File: src/rtl/bus_scheduler.sv
// -----------------------------------------------------------------------------
// bus_scheduler
//
// Shares one Wishbone RAM peripheral between two controllers (controller 0 is
// the SPI bridge, controller 1 is the video fetch) and a 6502-style CPU that
// owns the bus for the tail of every 64-slot frame.
//
// A 6-bit slot counter runs at 64 MHz and produces the 1 MHz CPU clock
// (slot[5]). The CPU owns the bus from slot CPU_BE_FIRST to 63. Wishbone
// transfers may only start in slots 0..ISSUE_LAST. If a transfer is still
// outstanding when the counter reaches CPU_BE_FIRST-1, the counter stops
// there. This stretches the CPU clock low phase until the RAM is free.
//
// Parameters:
//   ISSUE_LAST    last slot in which a new transfer may be issued
//   CPU_BE_FIRST  first slot in which the CPU owns the bus
//
// Ports:
//   wb_clock_i      64 MHz clock
//   wb_reset_ni     asynchronous active-low reset
//   wbc0_*          controller 0 request (cycle/strobe in, stall/ack out)
//   wbc1_*          controller 1 request (cycle/strobe in, stall/ack out)
//   wbp_*           RAM peripheral (cycle/strobe out, stall/ack in)
//   grant_sel_o     controller that owns the current transfer (addr/data mux)
//   slot_o          slot counter
//   cpu_be_o        CPU bus enable (1 = CPU drives the bus)
//   cpu_clock_o     1 MHz CPU clock
//
// Configuration macro:
//   BUS_SCHEDULER_RR_EN  defined   -> round-robin between simultaneous requests
//                        undefined -> fixed priority, controller 0 first
// -----------------------------------------------------------------------------
module bus_scheduler #(
  parameter logic [5:0] ISSUE_LAST   = 6'd31,
  parameter logic [5:0] CPU_BE_FIRST = 6'd40
) (
  input  logic       wb_clock_i,
  input  logic       wb_reset_ni,
  input  logic       wbc0_cycle_i,
  input  logic       wbc0_strobe_i,
  output logic       wbc0_stall_o,
  output logic       wbc0_ack_o,
  input  logic       wbc1_cycle_i,
  input  logic       wbc1_strobe_i,
  output logic       wbc1_stall_o,
  output logic       wbc1_ack_o,
  output logic       wbp_cycle_o,
  output logic       wbp_strobe_o,
  input  logic       wbp_stall_i,
  input  logic       wbp_ack_i,
  output logic       grant_sel_o,
  output logic [5:0] slot_o,
  output logic       cpu_be_o,
  output logic       cpu_clock_o
);

  typedef enum logic [1:0] {
    ST_IDLE     = 2'd0,
    ST_REQ      = 2'd1,
    ST_WAIT_ACK = 2'd2
  } state_t;

  state_t     r_state;
  state_t     w_state_nxt;
  logic [5:0] r_slot;
  logic [5:0] w_slot_nxt;
  logic       r_grant_sel;
  logic       w_grant_nxt;
  logic       w_req0;
  logic       w_req1;
  logic       w_sel_cycle;
  logic       w_winner;

  assign w_req0 = wbc0_cycle_i & wbc0_strobe_i;
  assign w_req1 = wbc1_cycle_i & wbc1_strobe_i;

  // The granted controller may abandon its transfer by dropping cycle.
  assign w_sel_cycle = r_grant_sel ? wbc1_cycle_i : wbc0_cycle_i;

  // ---------------------------------------------------------------------------
  // Arbitration. w_winner is only consumed when at least one request is
  // present, so "not controller 0" means controller 1 is requesting.
  // ---------------------------------------------------------------------------
`ifdef BUS_SCHEDULER_RR_EN
  logic r_rr_ptr;
  logic w_grant_done;

  // The pointer names the controller with priority on a tie.
  assign w_winner     = (w_req0 & w_req1) ? r_rr_ptr : ~w_req0;
  assign w_grant_done = (r_state != ST_IDLE) && (w_state_nxt == ST_IDLE);

  always_ff @(posedge wb_clock_i or negedge wb_reset_ni) begin
    if (!wb_reset_ni) begin
      r_rr_ptr <= 1'b0;
    end else if (w_grant_done) begin
      // Hand priority to whichever controller did not just own the bus,
      // whether its grant completed or was aborted.
      r_rr_ptr <= ~r_grant_sel;
    end
  end
`else
  assign w_winner = ~w_req0;
`endif

  // ---------------------------------------------------------------------------
  // Slot counter. It stops at CPU_BE_FIRST-1 while a transfer is outstanding,
  // so the CPU never takes a bus that is still in use. Since transfers only
  // start at or before ISSUE_LAST, the counter can only meet a busy FSM on
  // its way up to that hold point.
  // ---------------------------------------------------------------------------
  assign w_slot_nxt = ((r_state != ST_IDLE) && (r_slot == CPU_BE_FIRST - 6'd1))
                      ? r_slot : r_slot + 6'd1;

  // NOTE: every register sits in an always_ff with an async reset branch and
  // uses non-blocking assignments, so all flops update together at the edge
  // and the reset values appear as soon as wb_reset_ni falls.
  always_ff @(posedge wb_clock_i or negedge wb_reset_ni) begin
    if (!wb_reset_ni) begin
      r_slot      <= 6'd0;
      r_state     <= ST_IDLE;
      r_grant_sel <= 1'b0;
    end else begin
      r_slot      <= w_slot_nxt;
      r_state     <= w_state_nxt;
      r_grant_sel <= w_grant_nxt;
    end
  end

  // ---------------------------------------------------------------------------
  // Next-state and Wishbone outputs.
  // ---------------------------------------------------------------------------
  always_comb begin
    // NOTE: every output of this block is given a default first, so no path
    // through the case statement can leave one unassigned and infer a latch.
    w_state_nxt  = r_state;
    w_grant_nxt  = r_grant_sel;
    wbp_cycle_o  = 1'b0;
    wbp_strobe_o = 1'b0;
    wbc0_stall_o = 1'b1;
    wbc1_stall_o = 1'b1;
    wbc0_ack_o   = 1'b0;
    wbc1_ack_o   = 1'b0;

    case (r_state)
      ST_IDLE: begin
        if ((r_slot <= ISSUE_LAST) && (w_req0 | w_req1)) begin
          w_state_nxt = ST_REQ;
          w_grant_nxt = w_winner;
        end
      end

      ST_REQ: begin
        wbp_cycle_o  = 1'b1;
        wbp_strobe_o = 1'b1;
        // The peripheral's stall passes straight through to the owner, so
        // the owner sees its request accepted in the same cycle as the RAM.
        if (r_grant_sel) wbc1_stall_o = wbp_stall_i;
        else             wbc0_stall_o = wbp_stall_i;
        if (!w_sel_cycle)      w_state_nxt = ST_IDLE;
        else if (!wbp_stall_i) w_state_nxt = ST_WAIT_ACK;
      end

      ST_WAIT_ACK: begin
        wbp_cycle_o = 1'b1;
        if (r_grant_sel) wbc1_ack_o = wbp_ack_i;
        else             wbc0_ack_o = wbp_ack_i;
        if (!w_sel_cycle || wbp_ack_i) w_state_nxt = ST_IDLE;
      end

      default: begin
        w_state_nxt = ST_IDLE;
      end
    endcase
  end

  // ---------------------------------------------------------------------------
  // Counter decodes: straight from the register, no added latency.
  // ---------------------------------------------------------------------------
  assign slot_o      = r_slot;
  assign grant_sel_o = r_grant_sel;
  assign cpu_be_o    = (r_slot >= CPU_BE_FIRST);
  assign cpu_clock_o = r_slot[5];

endmodule

File: config.mk
export PLATFORM = sky130hd
export DESIGN_NAME = bus_scheduler
export DESIGN_NICKNAME = d
export VERILOG_FILES = /design/src/rtl/bus_scheduler.sv
export SDC_FILE = /design/constraint.sdc
export NUM_CORES = 1
export LEC_CHECK = 0
export CAP_MARGIN = 20
export CORE_AREA = 3 3 40 42
export CTS_BUF_LIST = sky130_fd_sc_hd__clkbuf_8 sky130_fd_sc_hd__clkbuf_16
export DETAILED_ROUTE_END_ITERATION = 8
export DIE_AREA = 0 0 43 45
export DONT_BUFFER_PORTS = 1
export PLACE_DENSITY_LB_ADDON = 0.12
export SLEW_MARGIN = 20
export SYNTH_ARGS = -nofsm -noshare
export SYNTH_HDL_FRONTEND = slang
export SYNTH_SLANG_ARGS = --single-unit
File: constraint.sdc
create_clock -name wb_clock_i -period 1.87 [get_ports wb_clock_i]
set_clock_uncertainty 0.05 [all_clocks]
set_input_delay 0.187 -clock wb_clock_i [delete_from_list [all_inputs] [get_ports wb_clock_i]]
set_output_delay 0.187 -clock wb_clock_i [all_outputs]
set_load 0.02 [all_outputs]
==> metrics <==
crit-path cells=inv_1 > ha_1 > nor2b_1 > nand2b_1; fin cells=between 80 and 90; chip height=45 um; Cell Area, Synth=between 500 and 600 um2; Rows=13; TNS Setup=0 ns; clock latency on the worst-skew pair=0.23 ns; CTS tree=done; Post-synth EDFFs=0; sequential fraction of the synthesis area=about two fifths; Final Cycle Share=~84%; Crit Path Class=flop to primary output; commonest non-fill, non-tap cell in the layout=nand2_1; worst-margin pin slew=approximately 0.42 ns; most frequent cells in the layout=nand2_1 (10), dfrtp_1 (9), inv_1 (6); Power per Cell Area=approximately 1700 mW/mm2; P&R area growth vs syn=16.3%; clk sinks=9; CP endpoint kind=primary output; cells after synthesis=60; RSZ-0062 raised after global routing=false; share of cells above drive strength 1=a little under an eighth; Comb pwr share=about 38%; final wirelength=between 1000 and 1500 um; Worst Reg2Reg Path Length in Cells=6; Vias per Instance=5.26; CTS root buf=clkbuf_8; Hold WC Path Type=input port to flop; final worst slack=a little over 0.3 ns; Final Max Tran Viols=0; grt peak-use layer=met2; I/O Pins=23; Worst slew margin=between 70% and 80%; switching share of power=46.1%; first-pass GRT wire length=1760 um; fill count=approximately 130; post-DR wirelength/cell=around 13 um; gpl congestion=approximately 0.66; drt drc=0; post-CTS setup-driven buffer insertion count=0; Cells after DPL=76; hold depth=1; vias=431; CTS H-tree lvls=1; n_diodes=0; GR Util met1=14.1%; cts bufs inserted=3; leading area contributor after synthesis=dfrtp_1; Reg power frac=between 40% and 50%; MaxCap Viol Count=0; Global Route Usage Sum=about an eighth; top cells by area, synth=dfrtp_1 (40%), ha_1 (11%), nand2_1 (6.7%), o21a_1 (4.0%), nand3_2 (3.6%); M2 GR Usage=between 20% and 30%; switching pwr=around 500 uW; Layout Utilization=50.8%; Starting Density=between 40 and 50%; worst path arrival time=roughly 1.3 ns; clk buf depth=2; ys async rst share=between 90% and 100%; dpl ws=0.367 ns; post-synth cell types=23; Pre-Repair DR Iteration Count=3; Core ar.=0.00128 mm2; FMAX=~640 MHz; synth warn=0; Synthesized Nets=73; die width=between 40 and 50 um; post-synth top area share=about two fifths; Tmin final=roughly 1.6 ns; CP Launch Type=flop; leakage power=between 0.0002 and 0.0003 uW; CTS clk-pin slew, worst paths=around 0.040 ns; Seq cells post-synth=9; Nets=81; Int Pwr=about 600 uW; die area=a little under 0.002 mm2; # port buffers=0; Slowest cell on crit path=dfrtp_1; CP max stage delay=just under 0.4 ns; Post-synth top flop=dfrtp_1; crit path max fanout=3; DR iter-0 viols=3; worst vdd ir=~0.0007 V; number of global-route vias before repair=426; Clock Power Share=about a fifth; Mean Syn Cell Area=9.36 um2; Final setup viols=0; initial antenna violation count=0; GR Util met3=under 10%; hpwl dp=between 800 and 900 um; status=finished, final reports clean; Data required, critical path=1.63 ns; pin count of the biggest net entering global routing=10; Remaining Overflow, GRT=0; final-report hold violation count=0; Antenna Violating Nets Remaining=0
## synthesized netlist by cell type, types with 2 or more instances
library cell and number:
nor2_1 3, nor2b_1 2, nand2_1 10, o21ai_0 2
nand3_2 2, inv_1 5, a31oi_1 3, dfrtp_1 9
ha_1 5, nand3_1 2, xnor2_1 2, nand2b_1 2
o21a_1 3
## sequential cells by signal, summed over array words and instances, names as in the netlist
register,flops
grant_sel_o,1
r_state,2
slot_o,6
## worst max-delay path: cells and delay by family (launching register included)
family,cells,cell delay [ns]
buffers and inverters,1,0.10
DFF,1,0.39
and+or+nand+nor,2,0.42
adders and majority gates,1,0.18
## power by group through the flow
stage / combinational [uW] / clock [uW] / sequential (uW)
2_1_floorplan: 353 / 0 / 463
3_3_place_gp: 415 / 0 / 487
3_5_place_dp: 416 / 0 / 484
4_1_cts: 428 / 225 / 482
5_1_grt: 481 / 235 / 502
6_report: 417 / 215 / 478
## final cells by class
cell class | instances | area [um2] | area share (%)
clock inverter | 1 | 3.75 | 0.575
inverter | 5 | 18.8 | 2.87
sequential | 9 | 225 | 34.5
clock buffer | 3 | 41.3 | 6.32
tap | 15 | 18.8 | 2.87
multi-input combinational | 45 | 310 | 47.5
timing repair buffer | 4 | 35.0 | 5.36
## metal layers
metal	vias up	part of all wire, %
li1	217	-
met1	201	42
met4	0	0
met2	13	51
met3	0	7.2
met5	-	0
## logic make-up (layout without fill, tap and decap cells)
kind of cell    count (synthesis)  after routing  share of synthesized area, %
compound gates                 12             12                          14.3
xor+xnor                        3              3                          4.68
fa+ha+maj                       5              5                          11.1
buf+inv                         6             13                          4.68
flops                           9              9                          40.1
mux                             1              1                          1.78
simple gates                   24             24                          23.4
## per-stage QoR
step,area (um2),total power [uW],hold WS (ns)
after global placement,588,902,-0.158
after detailed placement,588,899,-0.158
after floorplan,562,817,-0.159
after global routing,653,1220,0.0265
final,653,1110,0.0104
after CTS,653,1130,0.00537
## path summary, 6_finish.rpt
path	startpoint	to	slack, ns
max in group asynchronous	wb_reset_ni	r_state[0]$_DFFE_PN0P_	1.20
hold / removal	wbc0_strobe_i	grant_sel_o$_DFFE_PN0P_	0.01
setup / recovery	r_state[1]$_DFFE_PN0P_	wbc0_stall_o	0.31
setup reg to reg	r_state[1]$_DFFE_PN0P_	slot_o[1]$_DFFE_PN0N_	0.38
hold reg to reg	r_state[1]$_DFFE_PN0P_	r_state[1]$_DFFE_PN0P_	0.49
min in group asynchronous	wb_reset_ni	slot_o[4]$_DFFE_PN0N_	0.28
## what timing repair did
item | in CTS | in global routing
hold buffers | 2 | 0
hold endpoints to repair | 10 | 0
gates resized for setup | 0 | 0
(Power assumes the default switching activity.)
